File: config.mk
export PLATFORM = sky130hd
export DESIGN_NAME = mem_stage
export DESIGN_NICKNAME = d
export VERILOG_FILES = /design/src/rtl/mem_stage.sv
export SDC_FILE = /design/constraint.sdc
export NUM_CORES = 1
export LEC_CHECK = 0
export ABC_CLOCK_PERIOD_IN_PS = 2800
export BUFFER_PORTS_ARGS = -buffer_cell sky130_fd_sc_hd__clkbuf_2
export CAP_MARGIN = 20
export CELL_PAD_IN_SITES_DETAIL_PLACEMENT = 0
export CELL_PAD_IN_SITES_GLOBAL_PLACEMENT = 1
export CORE_MARGIN = 2
export CORE_UTILIZATION = 32
export CTS_BUF_LIST = sky130_fd_sc_hd__clkbuf_2 sky130_fd_sc_hd__clkbuf_4 sky130_fd_sc_hd__clkbuf_8
export DETAILED_ROUTE_END_ITERATION = 7
export PLACE_DENSITY_LB_ADDON = 0.1
export SYNTH_ARGS = -nofsm -noshare
export SYNTH_HDL_FRONTEND = slang
export SYNTH_SLANG_ARGS = --single-unit
export TNS_END_PERCENT = 1
File: constraint.sdc
create_clock -name clk -period 2.8 [get_ports clk]
set_input_delay 0.14 -clock clk [delete_from_list [all_inputs] [get_ports clk]]
set_output_delay 0.14 -clock clk [all_outputs]
set_load 0.05 [all_outputs]
File: src/rtl/mem_stage.sv
// Memory-access stage: single-outstanding req/ack data port, store lane steering, load alignment.
// Optional watchdog on the WAIT state is enabled by defining MEM_TIMEOUT_EN.

module mem_stage_lane #(
    parameter int LANE = 0
) (
    input  logic [1:0]  size,
    input  logic [1:0]  off,
    input  logic [31:0] rs2,
    output logic        strb,
    output logic [7:0]  wbyte
);
    localparam logic [1:0] LN = 2'(LANE);

    always_comb begin
        strb  = 1'b1;
        wbyte = rs2[8*LANE +: 8];
        case (size)
            2'b00: begin
                strb  = (off == LN);
                wbyte = rs2[7:0];
            end
            2'b01: begin
                strb  = (off[1] == LN[1]);
                wbyte = rs2[8*(LANE%2) +: 8];
            end
            default: ;
        endcase
    end
endmodule

module mem_stage #(
    parameter int TIMEOUT_CYCLES = 255
) (
    input  logic        clk,
    input  logic        rst,
    input  logic [4:0]  ex_mem_rs1,
    input  logic [4:0]  ex_mem_rs2,
    input  logic [4:0]  ex_mem_rd,
    input  logic        ex_mem_mem_to_reg,
    input  logic        ex_mem_regwrite,
    input  logic        ex_mem_memread,
    input  logic        ex_mem_memwrite,
    input  logic [2:0]  ex_mem_funct3,
    input  logic [31:0] ex_mem_alu_result,
    input  logic [31:0] ex_mem_rs2_data,
    output logic        dmem_req,
    output logic        dmem_we,
    output logic [31:0] dmem_addr,
    output logic [31:0] dmem_wdata,
    output logic [3:0]  dmem_wstrb,
    input  logic        dmem_ack,
    input  logic [31:0] dmem_rdata,
    output logic [4:0]  mem_rs1,
    output logic [4:0]  mem_rs2,
    output logic [4:0]  mem_rd,
    output logic        mem_mem_to_reg,
    output logic        mem_regwrite,
    output logic [31:0] mem_alu_result,
    output logic [31:0] mem_read_data,
    output logic        mem_stall,
    output logic        mem_fault
`ifdef MEM_TIMEOUT_EN
    ,
    output logic        mem_bus_err
`endif
);
    localparam int NUM_LANES = 4;

    typedef enum logic [0:0] {IDLE, WAIT} state_t;
    typedef struct packed {
        logic [1:0] off;
        logic [2:0] funct3;
    } ld_ctl_t;

    state_t  state, state_nxt;
    ld_ctl_t ld_q;
    logic    access, is_load, f3_legal, misalign, fault, accept, done, expire;
    logic [NUM_LANES-1:0]       strb_c;
    logic [NUM_LANES-1:0][7:0]  wdata_c;
    logic [7:0]  byte_sel;
    logic [15:0] half_sel;

    assign access  = ex_mem_memread | ex_mem_memwrite;
    assign is_load = ex_mem_memread;

    always_comb begin
        f3_legal = 1'b0;
        case (ex_mem_funct3)
            3'b000, 3'b001, 3'b010: f3_legal = 1'b1;
            3'b100, 3'b101:         f3_legal = is_load;
            default:                f3_legal = 1'b0;
        endcase
    end

    assign misalign = (ex_mem_funct3[1:0] == 2'b01 && ex_mem_alu_result[0]) ||
                      (ex_mem_funct3[1:0] == 2'b10 && ex_mem_alu_result[1:0] != 2'b00);
    assign fault  = (state == IDLE) & access & (~f3_legal | misalign);
    assign accept = (state == IDLE) & access & ~fault;
    // Reset in WAIT discards a coincident ack.
    assign done   = (state == WAIT) & dmem_ack & ~rst;

    for (genvar i = 0; i < NUM_LANES; i++) begin : g_lane
        mem_stage_lane #(.LANE(i)) u_lane (
            .size  (ex_mem_funct3[1:0]),
            .off   (ex_mem_alu_result[1:0]),
            .rs2   (ex_mem_rs2_data),
            .strb  (strb_c[i]),
            .wbyte (wdata_c[i])
        );
    end

`ifdef MEM_TIMEOUT_EN
    localparam int CW = $clog2(TIMEOUT_CYCLES + 2);
    logic [CW-1:0] wd_cnt;

    always_ff @(posedge clk) begin
        if (rst)
            wd_cnt <= '0;
        else if (state == WAIT && !dmem_ack && !expire)
            wd_cnt <= wd_cnt + CW'(1);
        else
            wd_cnt <= '0;
    end

    assign expire      = (state == WAIT) & ~dmem_ack & ~rst & (wd_cnt == CW'(TIMEOUT_CYCLES));
    assign mem_bus_err = expire;
`else
    assign expire = 1'b0;
`endif

    always_comb begin
        state_nxt = state;
        case (state)
            IDLE: if (accept) state_nxt = WAIT;
            WAIT: if (done || expire) state_nxt = IDLE;
            default: state_nxt = IDLE;
        endcase
    end

    always_ff @(posedge clk) begin
        if (rst) begin
            state      <= IDLE;
            dmem_req   <= 1'b0;
            dmem_we    <= 1'b0;
            dmem_addr  <= '0;
            dmem_wdata <= '0;
            dmem_wstrb <= '0;
            ld_q       <= '0;
        end else begin
            state <= state_nxt;
            if (accept) begin
                dmem_req   <= 1'b1;
                dmem_we    <= ~is_load;
                dmem_addr  <= {ex_mem_alu_result[31:2], 2'b00};
                dmem_wdata <= wdata_c;
                dmem_wstrb <= is_load ? 4'b0000 : strb_c;
                ld_q       <= {ex_mem_alu_result[1:0], ex_mem_funct3};
            end else if (done || expire) begin
                dmem_req <= 1'b0;
            end
        end
    end

    assign byte_sel = dmem_rdata[{ld_q.off, 3'b000} +: 8];
    assign half_sel = ld_q.off[1] ? dmem_rdata[31:16] : dmem_rdata[15:0];

    always_comb begin
        mem_read_data = '0;
        if (done) begin
            case (ld_q.funct3)
                3'b000:  mem_read_data = {{24{byte_sel[7]}}, byte_sel};
                3'b001:  mem_read_data = {{16{half_sel[15]}}, half_sel};
                3'b100:  mem_read_data = {24'b0, byte_sel};
                3'b101:  mem_read_data = {16'b0, half_sel};
                default: mem_read_data = dmem_rdata;
            endcase
        end
    end

    assign mem_stall      = accept | ((state == WAIT) & ~done & ~expire);
    assign mem_fault      = fault;
    assign mem_regwrite   = ex_mem_regwrite & ~mem_stall & ~fault & ~expire;
    assign mem_rs1        = ex_mem_rs1;
    assign mem_rs2        = ex_mem_rs2;
    assign mem_rd         = ex_mem_rd;
    assign mem_mem_to_reg = ex_mem_mem_to_reg;
    assign mem_alu_result = ex_mem_alu_result;
endmodule
==> results of run 1 <==
==> metal layers <==
layer | wire length [um] | global-route usage, % | part of all wire, % | up-vias
met4 | 264 | 7.22 | 1.8 | 0
met5 | 0 | 0 | 0 | -
met2 | 7210 | 33.4 | 49 | 169
li1 | - | - | - | 2280
met3 | 997 | 5.60 | 6.8 | 20
met1 | 6210 | 24.5 | 42 | 2135
==> cells in the mapped netlist (all sizes together), types with 2 or more instances <==
cell type / n
inv: 11
a2111oi: 7
dfxtp: 74
mux2i: 22
nor4: 2
o2111ai: 2
a211oi: 9
a21o: 17
nor3: 2
nand2b: 7
a221oi: 8
nor2: 24
clkbuf: 44
o21ai: 82
o22ai: 2
nand3: 51
buf: 58
a311oi: 8
a21oi: 82
nand2: 27
nor2b: 4
==> worst min-delay path: stages <==
cell      delay (ns)
clkbuf_2        0.09
nand3_1         0.06
a21oi_1         0.05
==> kinds of logic after synthesis <==
| logic type | Yosys count |
|---|---|
| muxes | 23 |
| DFF | 74 |
| other | 1 |
| and+or+nand+nor | 122 |
| buffers and inverters | 113 |
| AOI/OAI and AO/OA | 219 |
==> layout make-up <==
class                   count  area share (%)
flip-flops and latches     74            26.6
inverters                  11           0.743
clock buffers              12            2.86
well taps                 172            3.87
repair buffers            262            25.7
clock inverters             4            1.76
multi-input cells         366            38.4
==> flip-flops by register name, indices dropped and copies added (netlist names) <==
name and count:
dmem_wdata 32, dmem_addr 30, ld_q 5, dmem_wstrb 4, dmem_req 1, dmem_we 1, state 1
==> report_power, final <==
part           total [mW]  switching [mW]  internal, mW
sequential           1.16          0.0417          1.12
combinational       0.962           0.708         0.254
clock                1.05           0.402         0.651
==> worst paths after layout <==
path	to	cells past startpoint	startpoint	slack (ns)
setup / recovery	mem_read_data[17]	7	ld_q[4]	0.19
hold / removal	dmem_addr[26]	3	ex_mem_alu_result[26]	0.03
setup reg to reg	dmem_wdata[11]	4	state	1.19
hold reg to reg	dmem_req	2	dmem_req	0.47
==> through the flow <==
step / hold slack (ns) / area (um^2) / utilization [%]
2_1_floorplan: 0.237 / 4230 / -
3_3_place_gp: 0.280 / 5200 / 40.9
3_5_place_dp: 0.280 / 5220 / 41.0
4_1_cts: 0.000432 / 5560 / 43.7
5_1_grt: 0.0162 / 5560 / 43.7
6_report: 0.0261 / 5560 / 43.7
==> timing repair <==
item / in CTS / in global routing
gates resized for setup: 0 / 1
setup endpoints to repair: 0 / 1
hold buffers: 8 / 0
hold endpoints to repair: 8 / 0
==> impl_metrics.py, run 1 <==
metrics = {
    "sta": {
        "tightest_slew_ns": 0.825,
        "rsz0062_at_grt": "false",
        "hold_viol": 0,
        "fmax_mhz": 383,
        "min_period_ns": 2.61,
        "setup_tns_ns": 0,
        "fin_ws_ns": 0.189,
        "final-setup-viol-count": 0,
        "max-slew-margin-rel_pct": 45.0,
        "fin_crit_sh_pct": 93.2,
        "finClkSkew_ns": 0.00976,
        "slew_violations": 0,
    },
    "global_route": {
        "track_usage_pct": 20.0,
        "antenna_found_initial": 0,
        "grt_pass1_wl_mm": 22.6,
        "first_global_vias": 4336,
        "grt.overflow.total": 0,
        "grt_max_degree": 79,
    },
    "synth": {
        "synth.avg_cell_area_um2": 7.63,
        "synthAdderAreaFrac_pct": 0,
        "synth_top_cell_area_share_pct": 35.2,
        "yosys-mux-area-fraction_pct": 5.50,
        "ys_seq_area_share_pct": 35.2,
        "synth_compound_gate_area_share_pct": 30.5,
        "synth-simple-area-share_pct": 13.7,
        "ys.warnings.count": 0,
        "synthTopCellsByArea": "dfxtp_1 (35%), a21oi_1 (9.8%), o21ai_0 (9.6%)",
        "ys.flop_type": "dfxtp_1",
        "synth_seq_cells": 74,
        "synth_cell_types": 35,
        "synth_top_family_by_area": "compound AO/OA/AOI/OAI gates",
        "synth_area_mm2": 0.00421,
        "async_flop_share_pct": 0,
        "synth_xor_area_share_pct": 0,
        "synth_cells": 552,
        "yosysTopAreaCell": "dfxtp_1",
        "synth-edff-count": 0,
    },
    "die": {
        "die_height_um": 119,
        "die_area_mm2": 0.0141,
        "io_pins": 274,
        "die_w_um": 119,
        "core_area_mm2": 0.0127,
        "core.rowCount": 41,
        "initial_core_util_pct": 33.1,
    },
    "layout": {
        "drive_gt1_share_pct": 38.4,
        "final_nets": 845,
        "multi_input_area_mm2": 0.00214,
        "final_common_cell": "clkbuf_2",
        "fillers": 1382,
        "n_antenna_cell": 0,
        "seqCellArea_mm2": 0.00148,
        "layout_common_cells": "clkbuf_2 (237), o21ai_0 (81), a21oi_1 (80)",
        "layoutNonFillerInstCount": 901,
        "layout-area-overhead-vs-synth_pct": 32.1,
    },
    "clock_tree": {
        "clk_pin_slew_ns": 0.08,
        "cts_buffer_depth": 2,
        "clockRootBuffer": "clkbuf_8",
        "cts-buffers-inserted": 9,
        "cts.sinks": 74,
        "htreeDepth": 3,
        "post_cts_buffers": 0,
        "clock_latency_ns": 0.35,
        "cts_tree": "done",
    },
    "critical_path": {
        "worstPathRequired_ns": 2.66,
        "path_common_cell": "buf_4",
        "critPathLaunchType": "flop",
        "max_stage_delay_ns": 0.41,
        "critPathBufInv": 3,
        "cp_max_fo": 20,
        "cp-end-kind": "output pin",
        "critPathKind": "flop to output pin",
        "crit_path_cell_trace": "buf_4, mux2_2, o21ai_0, a2111oi_4, buf_4, a21o_1, clkbuf_2",
        "worstPathArrival_ns": 2.47,
        "cp_top_family": "buffers and inverters",
        "worst_path_max_delay_cell": "dfxtp_1",
    },
    "route": {
        "drt_iter0_drc": 289,
        "wl_per_cell_um": 16.3,
        "vias": 4604,
        "drc_errors": 0,
        "viasPerCell": 5.11,
        "antenna_left": 0,
        "drt_wl_total_mm": 14.7,
        "first_pass_iters": 4,
    },
    "place": {
        "io_buffers": 239,
        "dpl_worst_slack_ns": 0.496,
        "dp_hpwl_mm": 10.4,
        "gp_congestion": 0.827,
        "dp.cells": 877,
    },
    "run_status": {
        "status": "complete, no violations",
    },
    "min_path": {
        "min-delay-path-class": "input pin to flop",
    },
    "power_and_ir_drop": {
        "finalPower_mw": 3.18,
        "ir_drop_mv": 0.279,
        "power.density_mw_per_mm2": 572,
        "leakagePower_nw": 2.63,
    },
    "flow_run": {
        "drv_cap": 0,
    },
}
Power figures use the tool's default switching activity.
==> run 2, diff against run 1 <==
Settings changed: CELL_PAD_IN_SITES_DETAIL_PLACEMENT 0 to not set, CELL_PAD_IN_SITES_GLOBAL_PLACEMENT 1 to not set, CORE_AREA set to 2 2 107 109, CORE_MARGIN 2 to not set, CORE_UTILIZATION 32 to not set, DIE_AREA set to 0 0 109 111, PLACE_DENSITY set to 0.74, PLACE_DENSITY_LB_ADDON 0.1 to not set.
==> run 2 against run 1 <==
  * Register-to-register slack worse by 0.14 ns
  * Sequential share of layout area is 0.17 points higher
  * Final cell count is 4.2% lower
  * Clock skew is 0.0019 ns lower
  * Via count is 0.46% lower
  * Clock power is 32% lower
  * Highest routed layer unchanged
  * Final area is 0.63% lower
  * Largest cell class unchanged
  * Sequential power hardly changed
  * Maximum frequency is 4.7% higher
  * Flip-flop and latch count stayed put
  * Critical path depth is 2 lower
  * Global-route usage is 1.5 points higher
==> impl_metrics.py, run 2 (synthesized netlist as in run 1, its figures left out) <==
metrics = {
    "layout": {
        "fillers": 1108,
        "n_antenna_cell": 0,
        "drive_gt1_share_pct": 38.6,
        "top_regs": "dmem_wdata: 32 flops, dmem_addr: 30 flops, ld_q: 5 flops",
        "seqCellArea_mm2": 0.00148,
        "multi_input_area_mm2": 0.00213,
        "final_nets": 837,
        "largest_reg_flops": 32,
        "layout_common_cells": "clkbuf_2 (225), o21ai_0 (81), a21oi_1 (81)",
        "layoutNonFillerInstCount": 863,
        "final_common_cell": "clkbuf_2",
        "regMostFlops": "dmem_wdata",
        "layout-area-overhead-vs-synth_pct": 31.3,
    },
    "place": {
        "gp_congestion": 0.833,
        "dp.cells": 848,
        "io_buffers": 239,
        "dp_hpwl_mm": 10.0,
    },
    "critical_path": {
        "worst_path_max_delay_cell": "a2111oi_1",
        "max_stage_delay_ns": 0.64,
        "worstPathRequired_ns": 2.66,
        "rr_worst_depth": 4,
        "critPathLaunchType": "flop",
        "worstPathArrival_ns": 2.35,
        "cp_max_fo": 13,
        "crit_path_cell_trace": "nand2b_1, nand2b_1, nor2_1, a2111oi_1, buf_12",
        "r2r-start": "state",
        "regToRegEndpoint": "dmem_addr[19]",
        "path_common_cell": "nand2b_1",
        "critPathKind": "flop to output pin",
        "worstSetupStartpoint": "ld_q[0]",
        "r2r_slack_ns": 1.05,
        "cp-end-kind": "output pin",
    },
    "clock_tree": {
        "post_cts_resized": 0,
        "clock_latency_ns": 0.34,
        "clk_pin_slew_ns": 0.08,
        "cts-buffers-inserted": 9,
        "post_cts_buffers": 0,
        "cts.sinks": 74,
        "htreeDepth": 3,
        "clockRootBuffer": "clkbuf_8",
        "cts_hold_buf": 0,
        "cts_tree": "done",
        "cts_buffer_depth": 2,
    },
    "power_and_ir_drop": {
        "power.density_mw_per_mm2": 514,
        "ir_drop_mv": 0.255,
        "leakagePower_nw": 2.60,
    },
    "route": {
        "vias": 4583,
        "wl_per_cell_um": 16.0,
        "drt_iter0_drc": 314,
        "first_pass_iters": 5,
        "antenna_left": 0,
        "viasPerCell": 5.31,
        "drt_wl_total_mm": 13.8,
        "drc_errors": 0,
    },
    "min_path": {
        "min_from": "ex_mem_alu_result[22]",
        "worstHoldEndpoint": "dmem_addr[22]",
        "worst_hold_path.num_cells": 3,
        "min-delay-path-class": "input pin to flop",
    },
    "die": {
        "io_pins": 274,
        "die_area_mm2": 0.0121,
        "core_area_mm2": 0.0111,
        "die_height_um": 111,
        "die_w_um": 109,
        "initial_core_util_pct": 38.0,
        "core.rowCount": 39,
    },
    "sta": {
        "tightest_slew_ns": 0.810,
        "hold_viol": 0,
        "fin_crit_sh_pct": 89.1,
        "fmax_mhz": 401,
        "final-setup-viol-count": 0,
        "min_period_ns": 2.49,
        "setup_tns_ns": 0,
        "slew_violations": 0,
        "rsz0062_at_grt": "false",
        "max-slew-margin-rel_pct": 46.0,
        "finClkSkew_ns": 0.00786,
    },
    "global_route": {
        "grt_max_degree": 79,
        "grt_pass1_wl_mm": 20.7,
        "first_global_vias": 4020,
        "track_usage_pct": 21.5,
        "antenna_found_initial": 0,
        "grt.overflow.total": 0,
    },
    "flow_run": {
        "drv_cap": 0,
    },
    "run_status": {
        "status": "complete, no violations",
    },
}
run 2: changes by cell type in the layout (fill, tap and decap cells not counted), moves of 2 or more:
cell | before | now
buf_12 | 3 | 15
clkbuf_2 | 237 | 225
dlygate4sd3_1 | 8 | 0
clkinv_2 | 0 | 4
bufinv_16 | 3 | 0
clkbuf_8 | 11 | 9
run 2: report_power, final:
| part | switching [mW] | internal (mW) | total (mW) | leakage, nW |
|---|---|---|---|---|
| logic | 0.703 | 0.254 | 0.957 | 1.90 |
| registers | 0.0412 | 1.12 | 1.16 | 0.605 |
| clock network | 0.387 | 0.332 | 0.718 | 0.0896 |
run 2: through the flow:
| stage | hold WS, ns | util, % | power [mW] | setup slack (ns) | area (um^2) |
|---|---|---|---|---|---|
| finish | 0.0431 | 49.9 | 2.84 | 0.306 | 5530 |
| global placement | 0.280 | 48.4 | 2.14 | 0.683 | 5370 |
| global route | 0.0255 | 49.9 | 2.97 | 0.0777 | 5530 |
| floorplan | 0.237 | - | 1.94 | -0.0586 | 4230 |
| CTS | 0.0297 | 49.9 | 2.86 | 0.255 | 5530 |
| detailed placement | 0.280 | 48.4 | 2.14 | 0.629 | 5370 |
run 2: worst max-delay path by stage:
stage,end,slack (ns),cells after the start
2_1_floorplan,mem_read_data[0],-0.06,4
3_3_place_gp,mem_read_data[4],0.68,5
3_5_place_dp,mem_read_data[4],0.63,5
4_1_cts,mem_read_data[4],0.25,5
5_1_grt,mem_read_data[1],0.08,5
6_report,mem_read_data[4],0.31,5
run 2: per-layer routing:
layer	track usage (%)	share of wire (%)	up-vias
met5	0	0	-
met1	28.1	42	2113
li1	-	-	2254
met3	4.82	8.3	10
met2	35.3	48	206
met4	5.73	1.0	0
run 2: layout make-up:
class,instances,share of cell area (%)
timing repair buffer,254,27.7
multi-input combinational,366,38.6
clock inverter,4,0.362
inverter,11,0.747
clock buffer,11,2.51
tap,143,3.24
sequential,74,26.8
run 2: worst max-delay path, delay by kind of cell (launching register included):
kind	cells	cell delay [ns]
buffers and inverters	1	0.22
DFF	1	0.55
and+or+nand+nor	3	0.62
AOI/OAI and AO/OA	1	0.64
==> run 3, diff against run 2 <==
Settings changed: CORE_AREA 2 2 107 109 to not set, CORE_MARGIN set to 5, CORE_UTILIZATION set to 30, DIE_AREA 0 0 109 111 to not set, PLACE_DENSITY 0.74 to not set.
==> run 3 against run 2 <==
  * Non-clock buffer count grew 12
  * Sequential power is essentially flat
  * Routed wire length grew 16%
  * Via count grew 2.6%
  * Final cell count grew 5.9%
  * Flip-flop and latch count is the same
  * Critical endpoint is now mem_read_data[14]
  * Largest power group unchanged
  * Hold slack lost 0.020 ns
  * Largest cell class unchanged
  * Power grew 6.5%
  * Maximum frequency shrank 6.2%
  * Critical path type unchanged
  * Count of clock-buffer cells in the layout shrank 1
==> impl_metrics.py, run 3 (synthesized netlist as in run 1, its figures left out) <==
metrics = {
    "route": {
        "antenna_left": 0,
        "drt_iter0_drc": 271,
        "first_pass_iters": 4,
        "drc_errors": 0,
        "vias": 4703,
        "wl_per_cell_um": 17.4,
        "viasPerCell": 5.15,
        "drt_wl_total_mm": 15.9,
    },
    "sta": {
        "setup_tns_ns": 0,
        "tightest_slew_ns": 0.868,
        "fmax_mhz": 376,
        "max-slew-margin-rel_pct": 42.2,
        "final-setup-viol-count": 0,
        "finClkSkew_ns": 0.00846,
        "fin_crit_sh_pct": 95.0,
        "fin_ws_ns": 0.140,
        "rsz0062_at_grt": "false",
        "min_period_ns": 2.66,
        "slew_violations": 0,
        "hold_slack_ns": 0.0227,
        "hold_viol": 0,
    },
    "layout": {
        "final_nets": 849,
        "layout-area-overhead-vs-synth_pct": 36.9,
        "regMostFlops": "dmem_wdata",
        "layout_common_cells": "clkbuf_2 (224), o21ai_0 (81), a21oi_1 (81)",
        "fillers": 1439,
        "drive_gt1_share_pct": 38.1,
        "multi_input_area_mm2": 0.00214,
        "seqCellArea_mm2": 0.00148,
        "final_common_cell": "clkbuf_2",
        "top_regs": "dmem_wdata: 32 flops, dmem_addr: 30 flops, ld_q: 5 flops",
        "largest_reg_flops": 32,
        "post-route-util_pct": 41.7,
    },
    "die": {
        "die_height_um": 128,
        "initial_core_util_pct": 30.4,
        "core_area_mm2": 0.0138,
        "die_w_um": 128,
        "io_pins": 274,
        "core.rowCount": 43,
        "die_area_mm2": 0.0165,
    },
    "global_route": {
        "grt.overflow.total": 0,
        "grt_pass1_wl_mm": 24.2,
        "grt_max_degree": 79,
        "track_usage_pct": 18.4,
        "antenna_found_initial": 0,
        "first_global_vias": 4502,
    },
    "clock_tree": {
        "clockRootBuffer": "clkbuf_8",
        "clock_latency_ns": 0.36,
        "cts_tree": "done",
        "cts.sinks": 74,
        "cts-buffers-inserted": 9,
        "htreeDepth": 3,
        "clk_pin_slew_ns": 0.08,
        "cts_buffer_depth": 2,
    },
    "place": {
        "io_buffers": 239,
        "dp_hpwl_mm": 11.4,
        "dpl_worst_slack_ns": 0.567,
        "gp_congestion": 0.829,
    },
    "critical_path": {
        "worst_path_max_delay_cell": "a21oi_1",
        "critPathBufInv": 1,
        "critPathKind": "flop to output pin",
        "crit_path_cell_trace": "mux2i_1, nor4_1, a21oi_1, a221oi_1, buf_12",
        "max_stage_delay_ns": 0.58,
        "worstPathArrival_ns": 2.52,
        "worstPathRequired_ns": 2.66,
        "cp_top_family": "compound AO/OA/AOI/OAI gates",
        "cp_max_fo": 10,
        "critPathLaunchType": "flop",
        "cp-end-kind": "output pin",
    },
    "min_path": {
        "min-delay-path-class": "input pin to flop",
    },
    "flow_run": {
        "drv_cap": 0,
    },
    "power_and_ir_drop": {
        "power.density_mw_per_mm2": 525,
        "leakagePower_nw": 2.66,
        "finalPower_mw": 3.02,
        "ir_drop_mv": 0.293,
    },
    "run_status": {
        "status": "complete, no violations",
    },
}
run 3: timing repair:
item / CTS / global route
buffers inserted: 0 / 0
endpoints found under the setup margin: 0 / 1
hold buffers: 13 / 0
hold endpoints to repair: 13 / 0
gates resized for setup: 0 / 1
run 3: path summary, 6_finish.rpt:
check	startpoint	to	slack [ns]	depth (start not counted)
setup / recovery	ld_q[4]	mem_read_data[14]	0.14	5
hold / removal	ex_mem_alu_result[9]	dmem_addr[9]	0.02	3
setup reg to reg	state	dmem_wdata[14]	0.79	3
hold reg to reg	dmem_req	dmem_req	0.47	2
run 3: worst min-delay path, stage by stage:
cell,delay [ns]
clkbuf_2,0.09
nand3_1,0.06
a21oi_1,0.05
run 3: area by class of cell:
type / count / share of cell area [%]
inverter: 11 / 0.717
clock buffer: 10 / 2.39
timing repair buffer: 266 / 29.0
multi-input combinational: 366 / 37.1
sequential: 74 / 25.7
antenna: 1 / 0.0434
clock inverter: 6 / 1.15
tap: 180 / 3.91
run 3: stage by stage:
step | std cells | cell area (um^2)
finish | 914 | 5760
global route | 913 | 5760
CTS | 913 | 5750
detailed placement | 884 | 5420
global placement | 884 | 5420
floorplan | 553 | 4230
run 3: report_power, final:
group	internal (mW)	switching, mW	total (mW)
Sequential	1.12	0.0406	1.16
Clock	0.436	0.442	0.877
Combinational	0.265	0.720	0.985
run 3: layer usage:
| metal | vias to the layer above | part of all wire [%] | track usage (%) | wire length (um) |
|---|---|---|---|---|
| met5 | - | 0 | 0 | 0 |
| li1 | 2285 | - | - | - |
| met3 | 24 | 8.9 | 5.31 | 1430 |
| met1 | 2202 | 42 | 23.7 | 6710 |
| met2 | 192 | 47 | 29.6 | 7540 |
| met4 | 0 | 1.7 | 6.05 | 263 |
